==> config.mk <==
export PLATFORM = sky130hd
export DESIGN_NAME = mccu_replenish_flat
export DESIGN_NICKNAME = d
export VERILOG_FILES = /design/src/rtl/mccu_replenish_if.sv /design/src/rtl/mccu_replenish.sv /design/src/flat_wrapper.sv
export SDC_FILE = /design/constraint.sdc
export NUM_CORES = 1
export LEC_CHECK = 0
export BUFFER_PORTS_ARGS = -buffer_cell sky130_fd_sc_hd__clkbuf_2
export CELL_PAD_IN_SITES_DETAIL_PLACEMENT = 1
export CELL_PAD_IN_SITES_GLOBAL_PLACEMENT = 1
export CORE_MARGIN = 3
export CORE_UTILIZATION = 43
export CTS_BUF_LIST = sky130_fd_sc_hd__clkbuf_2
export DETAILED_ROUTE_END_ITERATION = 16
export MAX_ROUTING_LAYER = met4
export PLACE_DENSITY = 0.9
export SYNTH_ARGS = -nofsm -noshare
export SYNTH_HDL_FRONTEND = slang
export SYNTH_SLANG_ARGS = --single-unit
==> constraint.sdc <==
create_clock -name clk_i -period 5.85 [get_ports clk_i]
set_clock_uncertainty 0.05 [all_clocks]
set_input_delay 1.17 -clock clk_i [delete_from_list [all_inputs] [get_ports clk_i]]
set_output_delay 1.17 -clock clk_i [all_outputs]
set_load 0.005 [all_outputs]
==> src/rtl/mccu_replenish_if.sv <==
// mccu_replenish_if: event, quota, window and interrupt signals of the
// Maximum-Contention Control Unit with replenishment.
// The slave modport is the unit itself; the master modport is the side that
// programs it and watches its outputs.
// Optional feature macro: MCCU_OVERRUN_EN adds the per-core overrun_o bus.
interface mccu_replenish_if #(
    parameter int DATA_WIDTH    = 32,
    parameter int WEIGHTS_WIDTH = 7,
    parameter int N_CORES       = 4,
    parameter int CORE_EVENTS   = 4,
    parameter int PERIOD_WIDTH  = 16
) ();
    logic                                        enable_i;
    logic [N_CORES*CORE_EVENTS-1:0]              events_i;
    logic [N_CORES*CORE_EVENTS*WEIGHTS_WIDTH-1:0] events_weights_i;
    logic [N_CORES*DATA_WIDTH-1:0]               quota_i;
    logic [N_CORES-1:0]                          update_quota_i;
    logic                                        replenish_en_i;
    logic [PERIOD_WIDTH-1:0]                     period_i;
    logic [N_CORES-1:0]                          irq_clear_i;
    logic [N_CORES*DATA_WIDTH-1:0]               quota_o;
    logic [N_CORES-1:0]                          interruption_quota_o;
    logic                                        replenish_o;
`ifdef MCCU_OVERRUN_EN
    logic [N_CORES*DATA_WIDTH-1:0]               overrun_o;

    modport slave (
        input  enable_i, events_i, events_weights_i, quota_i, update_quota_i,
               replenish_en_i, period_i, irq_clear_i,
        output quota_o, interruption_quota_o, replenish_o, overrun_o
    );

    modport master (
        output enable_i, events_i, events_weights_i, quota_i, update_quota_i,
               replenish_en_i, period_i, irq_clear_i,
        input  quota_o, interruption_quota_o, replenish_o, overrun_o
    );
`else
    modport slave (
        input  enable_i, events_i, events_weights_i, quota_i, update_quota_i,
               replenish_en_i, period_i, irq_clear_i,
        output quota_o, interruption_quota_o, replenish_o
    );

    modport master (
        output enable_i, events_i, events_weights_i, quota_i, update_quota_i,
               replenish_en_i, period_i, irq_clear_i,
        input  quota_o, interruption_quota_o, replenish_o
    );
`endif
endinterface

==> src/rtl/mccu_replenish.sv <==
// mccu_replenish: per-core contention quota counters with saturating
// weighted decrement, a periodic replenishment window that reloads every
// quota, sticky per-core "quota exhausted" interrupts and a per-core
// IDLE/ACTIVE/EXHAUSTED state machine. All outputs come straight from flops.
// Optional feature macro: MCCU_OVERRUN_EN adds a saturating per-core overrun
// accumulator exported on overrun_o.
module mccu_replenish #(
    parameter int DATA_WIDTH    = 32,
    parameter int WEIGHTS_WIDTH = 7,
    parameter int N_CORES       = 4,
    parameter int CORE_EVENTS   = 4,
    parameter int PERIOD_WIDTH  = 16
) (
    input  logic              clk_i,
    input  logic              rstn_i,
    mccu_replenish_if.slave   bus
);

    // Worst case all events fire with maximum weight; this width holds it.
    localparam int SUM_W = WEIGHTS_WIDTH + $clog2(CORE_EVENTS + 1);
    // Common width used to compare/subtract sum against remaining quota.
    localparam int CMP_W = (SUM_W > DATA_WIDTH) ? SUM_W : DATA_WIDTH;

    typedef enum logic [1:0] {
        ST_IDLE      = 2'd0,
        ST_ACTIVE    = 2'd1,
        ST_EXHAUSTED = 2'd2
    } state_t;

    // ------------------------------------------------------------------
    // Replenishment window (shared by all cores)
    // ------------------------------------------------------------------
    logic [PERIOD_WIDTH-1:0] win_cnt_q, win_cnt_d;
    logic                    win_run;
    logic                    win_fire;
    logic                    replenish_q;

    assign win_run = bus.enable_i && bus.replenish_en_i && (bus.period_i != '0);

    // Window counter next state: reload on the last count, silent wrap if the
    // period was shortened underneath the running count.
    always_comb begin
        win_cnt_d = win_cnt_q;
        win_fire  = 1'b0;
        if (win_run) begin
            if (win_cnt_q == (bus.period_i - PERIOD_WIDTH'(1))) begin
                win_cnt_d = '0;
                win_fire  = 1'b1;
            end else if (win_cnt_q >= bus.period_i) begin
                win_cnt_d = '0;
            end else begin
                win_cnt_d = win_cnt_q + PERIOD_WIDTH'(1);
            end
        end
    end

    // Window counter and the registered reload pulse.
    always_ff @(posedge clk_i or negedge rstn_i) begin
        if (!rstn_i) begin
            win_cnt_q   <= '0;
            replenish_q <= 1'b0;
        end else begin
            win_cnt_q   <= win_cnt_d;
            replenish_q <= win_fire;
        end
    end

    assign bus.replenish_o = replenish_q;

    // ------------------------------------------------------------------
    // Per-core datapath, interrupt and state machine
    // ------------------------------------------------------------------
    for (genvar gi = 0; gi < N_CORES; gi++) begin : g_core
        logic [CORE_EVENTS-1:0]               ev;
        logic [CORE_EVENTS*WEIGHTS_WIDTH-1:0] wts;
        logic [SUM_W-1:0]                     partial [CORE_EVENTS+1];
        logic [SUM_W-1:0]                     sum;
        logic [CMP_W-1:0]                     sum_ext;
        logic [CMP_W-1:0]                     rem_ext;
        logic [DATA_WIDTH-1:0]                quota_in;
        logic [DATA_WIDTH-1:0]                rem_q, rem_d;
        logic [DATA_WIDTH-1:0]                reload_q, reload_d;
        logic                                 load;
        logic                                 consume;
        logic                                 irq_q, irq_d;
        state_t                               state_q, state_d;

        assign ev       = bus.events_i[gi*CORE_EVENTS +: CORE_EVENTS];
        assign wts      = bus.events_weights_i[gi*CORE_EVENTS*WEIGHTS_WIDTH +:
                                               CORE_EVENTS*WEIGHTS_WIDTH];
        assign quota_in = bus.quota_i[gi*DATA_WIDTH +: DATA_WIDTH];
        assign load     = bus.update_quota_i[gi];

        // Weighted event sum built as a prefix chain so every index is static.
        assign partial[0] = '0;
        for (genvar gj = 0; gj < CORE_EVENTS; gj++) begin : g_sum
            assign partial[gj+1] = partial[gj] +
                (ev[gj] ? SUM_W'(wts[gj*WEIGHTS_WIDTH +: WEIGHTS_WIDTH]) : SUM_W'(0));
        end
        assign sum = partial[CORE_EVENTS];

        assign sum_ext = CMP_W'(sum);
        assign rem_ext = CMP_W'(rem_q);

        // IDLE never decrements; the first enabled cycle only leaves IDLE.
        assign consume = bus.enable_i && (state_q != ST_IDLE);

        // Remaining quota: load beats window reload beats saturating decrement.
        always_comb begin
            rem_d    = rem_q;
            reload_d = reload_q;
            if (load) begin
                rem_d    = quota_in;
                reload_d = quota_in;
            end else if (win_fire) begin
                rem_d = reload_q;
            end else if (consume) begin
                if (sum_ext >= rem_ext) begin
                    rem_d = '0;
                end else begin
                    rem_d = DATA_WIDTH'(rem_ext - sum_ext);
                end
            end
        end

        // Core state machine: next state from enable and the next quota.
        always_comb begin
            state_d = state_q;
            if (!bus.enable_i) begin
                state_d = ST_IDLE;
            end else begin
                case (state_q)
                    ST_IDLE: begin
                        state_d = (rem_d != '0) ? ST_ACTIVE : ST_EXHAUSTED;
                    end
                    ST_ACTIVE: begin
                        if (rem_d == '0) begin
                            state_d = ST_EXHAUSTED;
                        end
                    end
                    ST_EXHAUSTED: begin
                        if ((load || win_fire) && (rem_d != '0)) begin
                            state_d = ST_ACTIVE;
                        end
                    end
                    default: state_d = ST_IDLE;
                endcase
            end
        end

        // Sticky interrupt: clear requests lose to a same-cycle set.
        always_comb begin
            irq_d = irq_q;
            if (bus.irq_clear_i[gi] || load) begin
                irq_d = 1'b0;
            end
            if (bus.enable_i && (rem_d == '0)) begin
                irq_d = 1'b1;
            end
        end

        // Per-core state registers.
        always_ff @(posedge clk_i or negedge rstn_i) begin
            if (!rstn_i) begin
                rem_q    <= '0;
                reload_q <= '0;
                irq_q    <= 1'b0;
                state_q  <= ST_IDLE;
            end else begin
                rem_q    <= rem_d;
                reload_q <= reload_d;
                irq_q    <= irq_d;
                state_q  <= state_d;
            end
        end

        assign bus.quota_o[gi*DATA_WIDTH +: DATA_WIDTH] = rem_q;
        assign bus.interruption_quota_o[gi]             = irq_q;

`ifdef MCCU_OVERRUN_EN
        localparam logic [CMP_W:0] OVR_MAX =
            {{(CMP_W+1-DATA_WIDTH){1'b0}}, {DATA_WIDTH{1'b1}}};

        logic [DATA_WIDTH-1:0] ovr_q, ovr_d;
        logic [CMP_W-1:0]      excess;
        logic [CMP_W:0]        ovr_sum;

        // Overrun accumulates demand beyond the quota; since an exhausted
        // core holds zero, its full sum counts as excess automatically.
        always_comb begin
            ovr_d   = ovr_q;
            excess  = '0;
            ovr_sum = '0;
            if (load || win_fire) begin
                ovr_d = '0;
            end else if (consume && (sum_ext > rem_ext)) begin
                excess  = sum_ext - rem_ext;
                ovr_sum = {1'b0, CMP_W'(ovr_q)} + {1'b0, excess};
                if (ovr_sum >= OVR_MAX) begin
                    ovr_d = '1;
                end else begin
                    ovr_d = DATA_WIDTH'(ovr_sum);
                end
            end
        end

        // Overrun accumulator register.
        always_ff @(posedge clk_i or negedge rstn_i) begin
            if (!rstn_i) begin
                ovr_q <= '0;
            end else begin
                ovr_q <= ovr_d;
            end
        end

        assign bus.overrun_o[gi*DATA_WIDTH +: DATA_WIDTH] = ovr_q;
`endif
    end

endmodule

==> src/flat_wrapper.sv <==
// flat-port wrapper written by rule: the top's interface ports become plain ports
module mccu_replenish_flat 
#(
    parameter int DATA_WIDTH    = 32,
    parameter int WEIGHTS_WIDTH = 7,
    parameter int N_CORES       = 4,
    parameter int CORE_EVENTS   = 4,
    parameter int PERIOD_WIDTH  = 16
)
  (clk_i, rstn_i, bus_enable_i, bus_events_i, bus_events_weights_i, bus_quota_i, bus_update_quota_i, bus_replenish_en_i, bus_period_i, bus_irq_clear_i, bus_quota_o, bus_interruption_quota_o, bus_replenish_o);
  mccu_replenish_if #(.DATA_WIDTH(DATA_WIDTH), .WEIGHTS_WIDTH(WEIGHTS_WIDTH), .N_CORES(N_CORES), .CORE_EVENTS(CORE_EVENTS), .PERIOD_WIDTH(PERIOD_WIDTH)) bus_i ();
  input  logic clk_i;
  input  logic rstn_i;
  input wire logic [$bits(bus_i.enable_i)-1:0] bus_enable_i;
  input wire logic [$bits(bus_i.events_i)-1:0] bus_events_i;
  input wire logic [$bits(bus_i.events_weights_i)-1:0] bus_events_weights_i;
  input wire logic [$bits(bus_i.quota_i)-1:0] bus_quota_i;
  input wire logic [$bits(bus_i.update_quota_i)-1:0] bus_update_quota_i;
  input wire logic [$bits(bus_i.replenish_en_i)-1:0] bus_replenish_en_i;
  input wire logic [$bits(bus_i.period_i)-1:0] bus_period_i;
  input wire logic [$bits(bus_i.irq_clear_i)-1:0] bus_irq_clear_i;
  output wire logic [$bits(bus_i.quota_o)-1:0] bus_quota_o;
  output wire logic [$bits(bus_i.interruption_quota_o)-1:0] bus_interruption_quota_o;
  output wire logic [$bits(bus_i.replenish_o)-1:0] bus_replenish_o;
  assign bus_i.enable_i = bus_enable_i;
  assign bus_i.events_i = bus_events_i;
  assign bus_i.events_weights_i = bus_events_weights_i;
  assign bus_i.quota_i = bus_quota_i;
  assign bus_i.update_quota_i = bus_update_quota_i;
  assign bus_i.replenish_en_i = bus_replenish_en_i;
  assign bus_i.period_i = bus_period_i;
  assign bus_i.irq_clear_i = bus_irq_clear_i;
  assign bus_quota_o = bus_i.quota_o;
  assign bus_interruption_quota_o = bus_i.interruption_quota_o;
  assign bus_replenish_o = bus_i.replenish_o;
  mccu_replenish #(.DATA_WIDTH(DATA_WIDTH), .WEIGHTS_WIDTH(WEIGHTS_WIDTH), .N_CORES(N_CORES), .CORE_EVENTS(CORE_EVENTS), .PERIOD_WIDTH(PERIOD_WIDTH)) u_core (.clk_i(clk_i), .rstn_i(rstn_i), .bus(bus_i));
endmodule
Word level (Yosys, flattened, before mapping):

Index checks and enable logic that the tools add are counted.

* flip-flop bits (word level): 285
* input bits: 284
* output and inout port bits: 133
* logic and storage cells: 169

* add/subtract/negate cells: 18
* order comparisons: 5
* eq/ne operators: 17
* mux-type cells: 64
* reduce and logical (&&, ||, !) cells: 47

Operators with widths (count)
* 32-bit two-way mux: 16
* 10-bit by 32-bit greater-or-equal comparator with 1-bit output: 4
* 32-bit logical NOT: 4
* 32-bit nonzero test: 4
* 32-bit by 10-bit subtractor with 32-bit output: 4
* 10-bit adder: 12
* 7-bit two-way mux: 16
* 16-bit two-way mux: 2
* 2-bit two-way mux: 16
* 3-bit by 2-bit != test with 1-bit output, second input constant: 8
* 2-bit one-hot mux with 3 select lines: 4
* 16-bit by 1-bit adder with 16-bit output, second input constant: 1
* 16-bit equality test: 1
* 16-bit greater-or-equal comparator: 1
* 16-bit nonzero test: 1
* 2-bit nonzero test: 8
* 16-bit by 1-bit subtractor with 16-bit output, second input constant: 1
* 1-bit logical AND: 14
* 1-bit two-way mux: 10
* 2-bit by 1-bit equality test with 1-bit output, second input constant: 4
* 2-bit equality test, second input constant: 4
* 2-bit logical NOT: 4
* 1-bit logical OR: 8
* 2-bit AND reduction: 4

Depth between registers and ports, before layout:

* depth in word-level cells: 14
* gate-level depth with buffers: 26
* mapped depth without buffers: 25

Least setup slack after synthesis:

OpenSTA, ideal clock, no wires.

* path kind: input to register
* start: in bus_events_weights_i[36]
* end: reg u_core.g_core[1].state_q[1]
* setup time: 0.094 ns
* data arrival time: 7.242 ns
* data required time: 5.706 ns
* setup slack: -1.536 ns
* cell stages on the path: 23
* buffers on the path: 1
* cell sequence: and2_1 fa_1 fa_1 ha_1 fa_1 a21o_1 a21oi_1 o21bai_1 a21oi_1 xor2_1 ha_1 nand3_1 or4_1 a211oi_1 clkbuf_1 nor2_1 o211ai_2 o311ai_1 or4_1 nor4b_2 o2111ai_1 or4_4 a221oi_2

* longest elaborated chain between the ends: 13
* elaborated cells between the ends (all ways): 19
* those cells by class: add/sub (4); order compare (1); eq/ne (2); mux (8); reduce/logical (4)

RTL lines
* from (decl): RTL line flat_wrapper.sv:16 `input wire logic [$bits(bus_i.events_weights_i)-1:0] bus_events_weights_i;`
* 7-bit two-way mux (*): RTL line mccu_replenish.sv:98 `(ev[gj] ? SUM_W'(wts[gj*WEIGHTS_WIDTH +: WEIGHTS_WIDTH]) : SUM_W'(0));`
* 10-bit adder (*) (3 in series): RTL line mccu_replenish.sv:97 `assign partial[gj+1] = partial[gj] +`
* 32-bit by 10-bit subtractor with 32-bit output or 10-bit by 32-bit greater-or-equal comparator with 1-bit output (tied branches): RTL line mccu_replenish.sv:121, mccu_replenish.sv:118
* 32-bit two-way mux (*): RTL line mccu_replenish.sv:118 `if (sum_ext >= rem_ext) begin`
* 32-bit two-way mux (*): RTL line mccu_replenish.sv:117 `end else if (consume) begin`
* 32-bit two-way mux (*): RTL line mccu_replenish.sv:115 `end else if (win_fire) begin`
* 32-bit two-way mux (*): RTL line mccu_replenish.sv:112 `if (load) begin`
* via u_core.g_core[1].rem_d[21]: RTL line mccu_replenish.sv:81 `logic [DATA_WIDTH-1:0] rem_q, rem_d;`
* 32-bit nonzero test: RTL line mccu_replenish.sv:134, mccu_replenish.sv:142
* 2-bit two-way mux or 1-bit logical AND (tied branches): RTL line mccu_replenish.sv:134, mccu_replenish.sv:142
* 2-bit one-hot mux with 3 select lines or 3-bit by 2-bit != test with 1-bit output (tied branches)
* 2-bit two-way mux or 2-bit AND reduction (tied branches)
* to (signal assigned): RTL line mccu_replenish.sv:173 `state_q <= state_d;`
* to (decl): RTL line mccu_replenish.sv:86 `state_t state_q, state_d;`

The timed path passes the listed nets; every way through them passes the cells marked *.
A chain may end at the register's enable or synchronous reset.

Worst setup path in the final report:

* start: in bus_events_i[9]
* end: reg u_core.g_core[2].state_q[1]

* longest elaborated chain between the ends: 13
* elaborated cells between the ends (all ways): 19
* those cells by class: add/sub (4); order compare (1); eq/ne (2); mux (8); reduce/logical (4)

RTL lines
* from (decl): RTL line flat_wrapper.sv:15 `input wire logic [$bits(bus_i.events_i)-1:0] bus_events_i;`
* 7-bit two-way mux (*): RTL line mccu_replenish.sv:98
* 10-bit adder (*) (3 in series): RTL line mccu_replenish.sv:97
* 32-bit by 10-bit subtractor with 32-bit output or 10-bit by 32-bit greater-or-equal comparator with 1-bit output (tied branches): RTL line mccu_replenish.sv:121, mccu_replenish.sv:118
* 32-bit two-way mux (*): RTL line mccu_replenish.sv:118
* 32-bit two-way mux (*): RTL line mccu_replenish.sv:117
* 32-bit two-way mux (*): RTL line mccu_replenish.sv:115
* 32-bit two-way mux (*): RTL line mccu_replenish.sv:112
* 32-bit nonzero test: RTL line mccu_replenish.sv:134, mccu_replenish.sv:142
* 2-bit two-way mux or 1-bit logical AND (tied branches): RTL line mccu_replenish.sv:134, mccu_replenish.sv:142
* 2-bit one-hot mux with 3 select lines or 3-bit by 2-bit != test with 1-bit output (tied branches)
* 2-bit two-way mux or 2-bit AND reduction (tied branches)
* to (signal assigned): RTL line mccu_replenish.sv:173
* to (decl): RTL line mccu_replenish.sv:86

Mark *: on every way between the ends. The rest lies on a longest branch, timed or not.

==> results.cfg <==
[clocking]
cts_tree = yes
cts_max_level = 3
cts_hold_buf = 0
cts-root-buf = clkbuf_2
numCtsBuffers = 79
clkTransAtPathRegs_ns = 0.13
ctsLongestPathBuffers = 3
cts_sinks = 285
insertion_delay_ns = 1.13

[placement]
hpwlAfterDp_mm = 66.0
dp.cells = 3572
place_area_sq_um = 25500
place_ws_ns = -1.65
gp_congestion = 0.953
numPortBuffers = 416

[grt]
grt_antenna_before_repair = 10
grt_usage_pct = 34.8
grt_pass1_vias = 24358
grt_start_max_net_pins = 110
grt_pass1_wl_mm = 136
grt_overflow = 0

[setup_path]
cpPeakStageDelay_ns = 0.56
crit_path_start_kind = primary input
critPathLaunch = bus_events_i[9]
path_max_fanout = 6
critPathCaptureType = register
crit-reg2reg-launch = u_core.g_core[1].rem_ext[17]$_DFF_PN0_
cp_slowest_cell = or4_4
arrival_ns = 7.33
crit_required_ns = 6.79
crit_type = primary input to register

[logic_synthesis]
synth_top_area_cell = dfrtp_1
synth-edff-count = 0
async_reset_ff_share_pct = 100
ys_seq_area_share_pct = 34.4
synth-seq-cells = 285
yosys_warnings = 0
synthFlopType = dfrtp_1
syn_inst = 2367
netlist.area_leader.share_pct = 34.4
synth_area_sq_um = 20700
ys_types = 84
syn_nets = 2798
yosys-top-cells-area = dfrtp_1 34%, fa_1 5.8%, ha_1 5.3%, inv_1 4.2%, nand2_1 4.1%
syn_area_per_cell_sq_um = 8.75

[die]
dieArea_sq_um = 50800
start_util_pct = 44.0
fp.dieW_microns = 225
ios = 417
core_area_sq_um = 47100
rows = 79
die_h_microns = 225

[route]
drcViolationCount = 0
viasPerCell = 6.01
routedWlPerCell_microns = 24.6
postRouteAntennaNets = 0
vias = 22604
routed_wl_mm = 92.5
first_pass_iters = 6
drt-initial-drc-count = 1807

[power]
irDropWorstVdd_mv = 0.131
powerDensity_nw_per_um2 = 288
fin_total_pwr_mw = 7.82
power_leakage_nw = 13.3

[sta]
slew_viol_final = 0
slew_headroom_pct = 14.3
fin_setup_tns_ns = -4.38
period_minus_slack_ns = 6.39
finalSetupViolations = 12
timing.fmax_mhz = 156
hold_viol = 0
holdWs_ns = 0.0808
rsz0062_at_grt = true
post-route-period-util_pct = 109
tightest_slew_ns = 1.28
fin_ws_ns = -0.545

[cells_and_area]
final_core_util_pct = 57.7
drive_gt1_share_pct = 34.5
nNetsFinal = 3521
stdcell_count = 3758
layout_common_cells = 510 x clkbuf_2, 317 x buf_4, 285 x dfrtp_1, 225 x inv_1, 222 x nand2_1
syn2layout_area_growth_pct = 31.0
final_common_cell = clkbuf_2
stdcell_area_sq_um = 27100

[job]
max-cap-violations = 0

[status]
violations = setup timing
outcome = finished with violations

[worst_hold_path]
hp-class = primary input to asynchronous set/reset pin
-- report_power, final --
group          switching (mW)  leakage (nW)  internal [mW]  total, mW
combinational            2.03          9.37           1.81       3.84
clock                   0.980         0.502          0.538       1.52
sequential              0.284          3.43           2.18       2.46
total                    3.29          13.3           4.53       7.82
-- state kept, by name (all words and copies together), names as in the netlist --
register,cells
u_core.g_core.reload_q,128
u_core.g_core.rem_ext,128
u_core.g_core.irq_q,4
u_core.win_cnt_q,16
u_core.bus.replenish_o,1
u_core.g_core.state_q,8
-- per-layer routing --
| layer | vias up | track usage, % | share of wire, % |
|---|---|---|---|
| met4 | 0 | 18.9 | 6.0 |
| met2 | 1195 | 57.6 | 49 |
| met5 | - | - | 0 |
| li1 | 9837 | - | - |
| met1 | 11195 | 40.2 | 38 |
| met3 | 377 | 6.27 | 6.8 |
-- cells in the mapped netlist (9+ instances only) --
cell      count
a211oi_1     38
a21o_1       41
a21oi_1     121
a22o_1       12
a31oi_1      26
and2_1       75
and3_1       31
buf_1        17
buf_2         9
clkbuf_1     68
dfrtp_1     285
fa_1         60
ha_1         87
inv_1       230
mux2_2       65
nand2_1     224
nand2b_1     26
nand3_1      63
nand4_1      27
nor2_1      128
nor2b_1      12
nor3_1      108
nor4_1       52
o211ai_1     21
o21a_1        9
o21ai_0     129
o21bai_1     15
o31ai_1      23
or2_2        10
or3_1        27
or4_1        20
xnor2_1      87
xor2_1       72
-- final cells by class --
cell class,count,area [sq um]
Tap cell,607,759
Timing Repair Buffer,742,4670
Inverter,231,867
Fill cell,5715,19900
Clock buffer,106,531
Multi-Input combinational cell,1751,13000
Antenna cell,10,25.0
Sequential cell,285,7130
Clock inverter,26,143
-- worst max-delay path: cells and delay by family --
| kind | cells | cell delay, ns |
|---|---|---|
| AO/OA/AOI/OAI | 12 | 2.25 |
| adder cells (fa/ha/maj) | 4 | 1.70 |
| AND/OR/NAND/NOR | 7 | 1.47 |
| buffers and inverters | 6 | 0.73 |
-- timing repair --
item | 4_1_cts | 5_1_grt
hold endpoints to repair | 0 | 0
gates resized for setup | 78 | 62
pin swaps | 44 | 66
setup buffers | 16 | 28
endpoints found under the setup margin | 12 | 12
-- path summary, 6_finish.rpt --
path / slack [ns] / endpoint / depth (start not counted)
min reg2reg: 0.43 / u_core.g_core[1].reload_q[1]$_DFFE_PN0P_ / 2
max reg2reg: 1.06 / u_core.g_core[1].state_q[1]$_DFFE_PN0P_ / 13
min in group clk_i: 0.26 / u_core.g_core[0].reload_q[8]$_DFFE_PN0P_ / 3
min: 0.08 / u_core.g_core[0].reload_q[27]$_DFFE_PN0P_ / 1
max: -0.54 / u_core.g_core[2].state_q[1]$_DFFE_PN0P_ / 29
max in group asynchronous: 4.45 / u_core.g_core[1].reload_q[1]$_DFFE_PN0P_ / 2
-- cells by family after synthesis --
group	count (synthesis)	share of synthesized area, %
simple gates	837	20.7
compound gates	535	16.9
buf+inv	331	6.18
flops	285	34.4
xor+xnor	160	6.84
fa+ha+maj	147	11.1
mux	72	3.87
(Power assumes the default switching activity.)
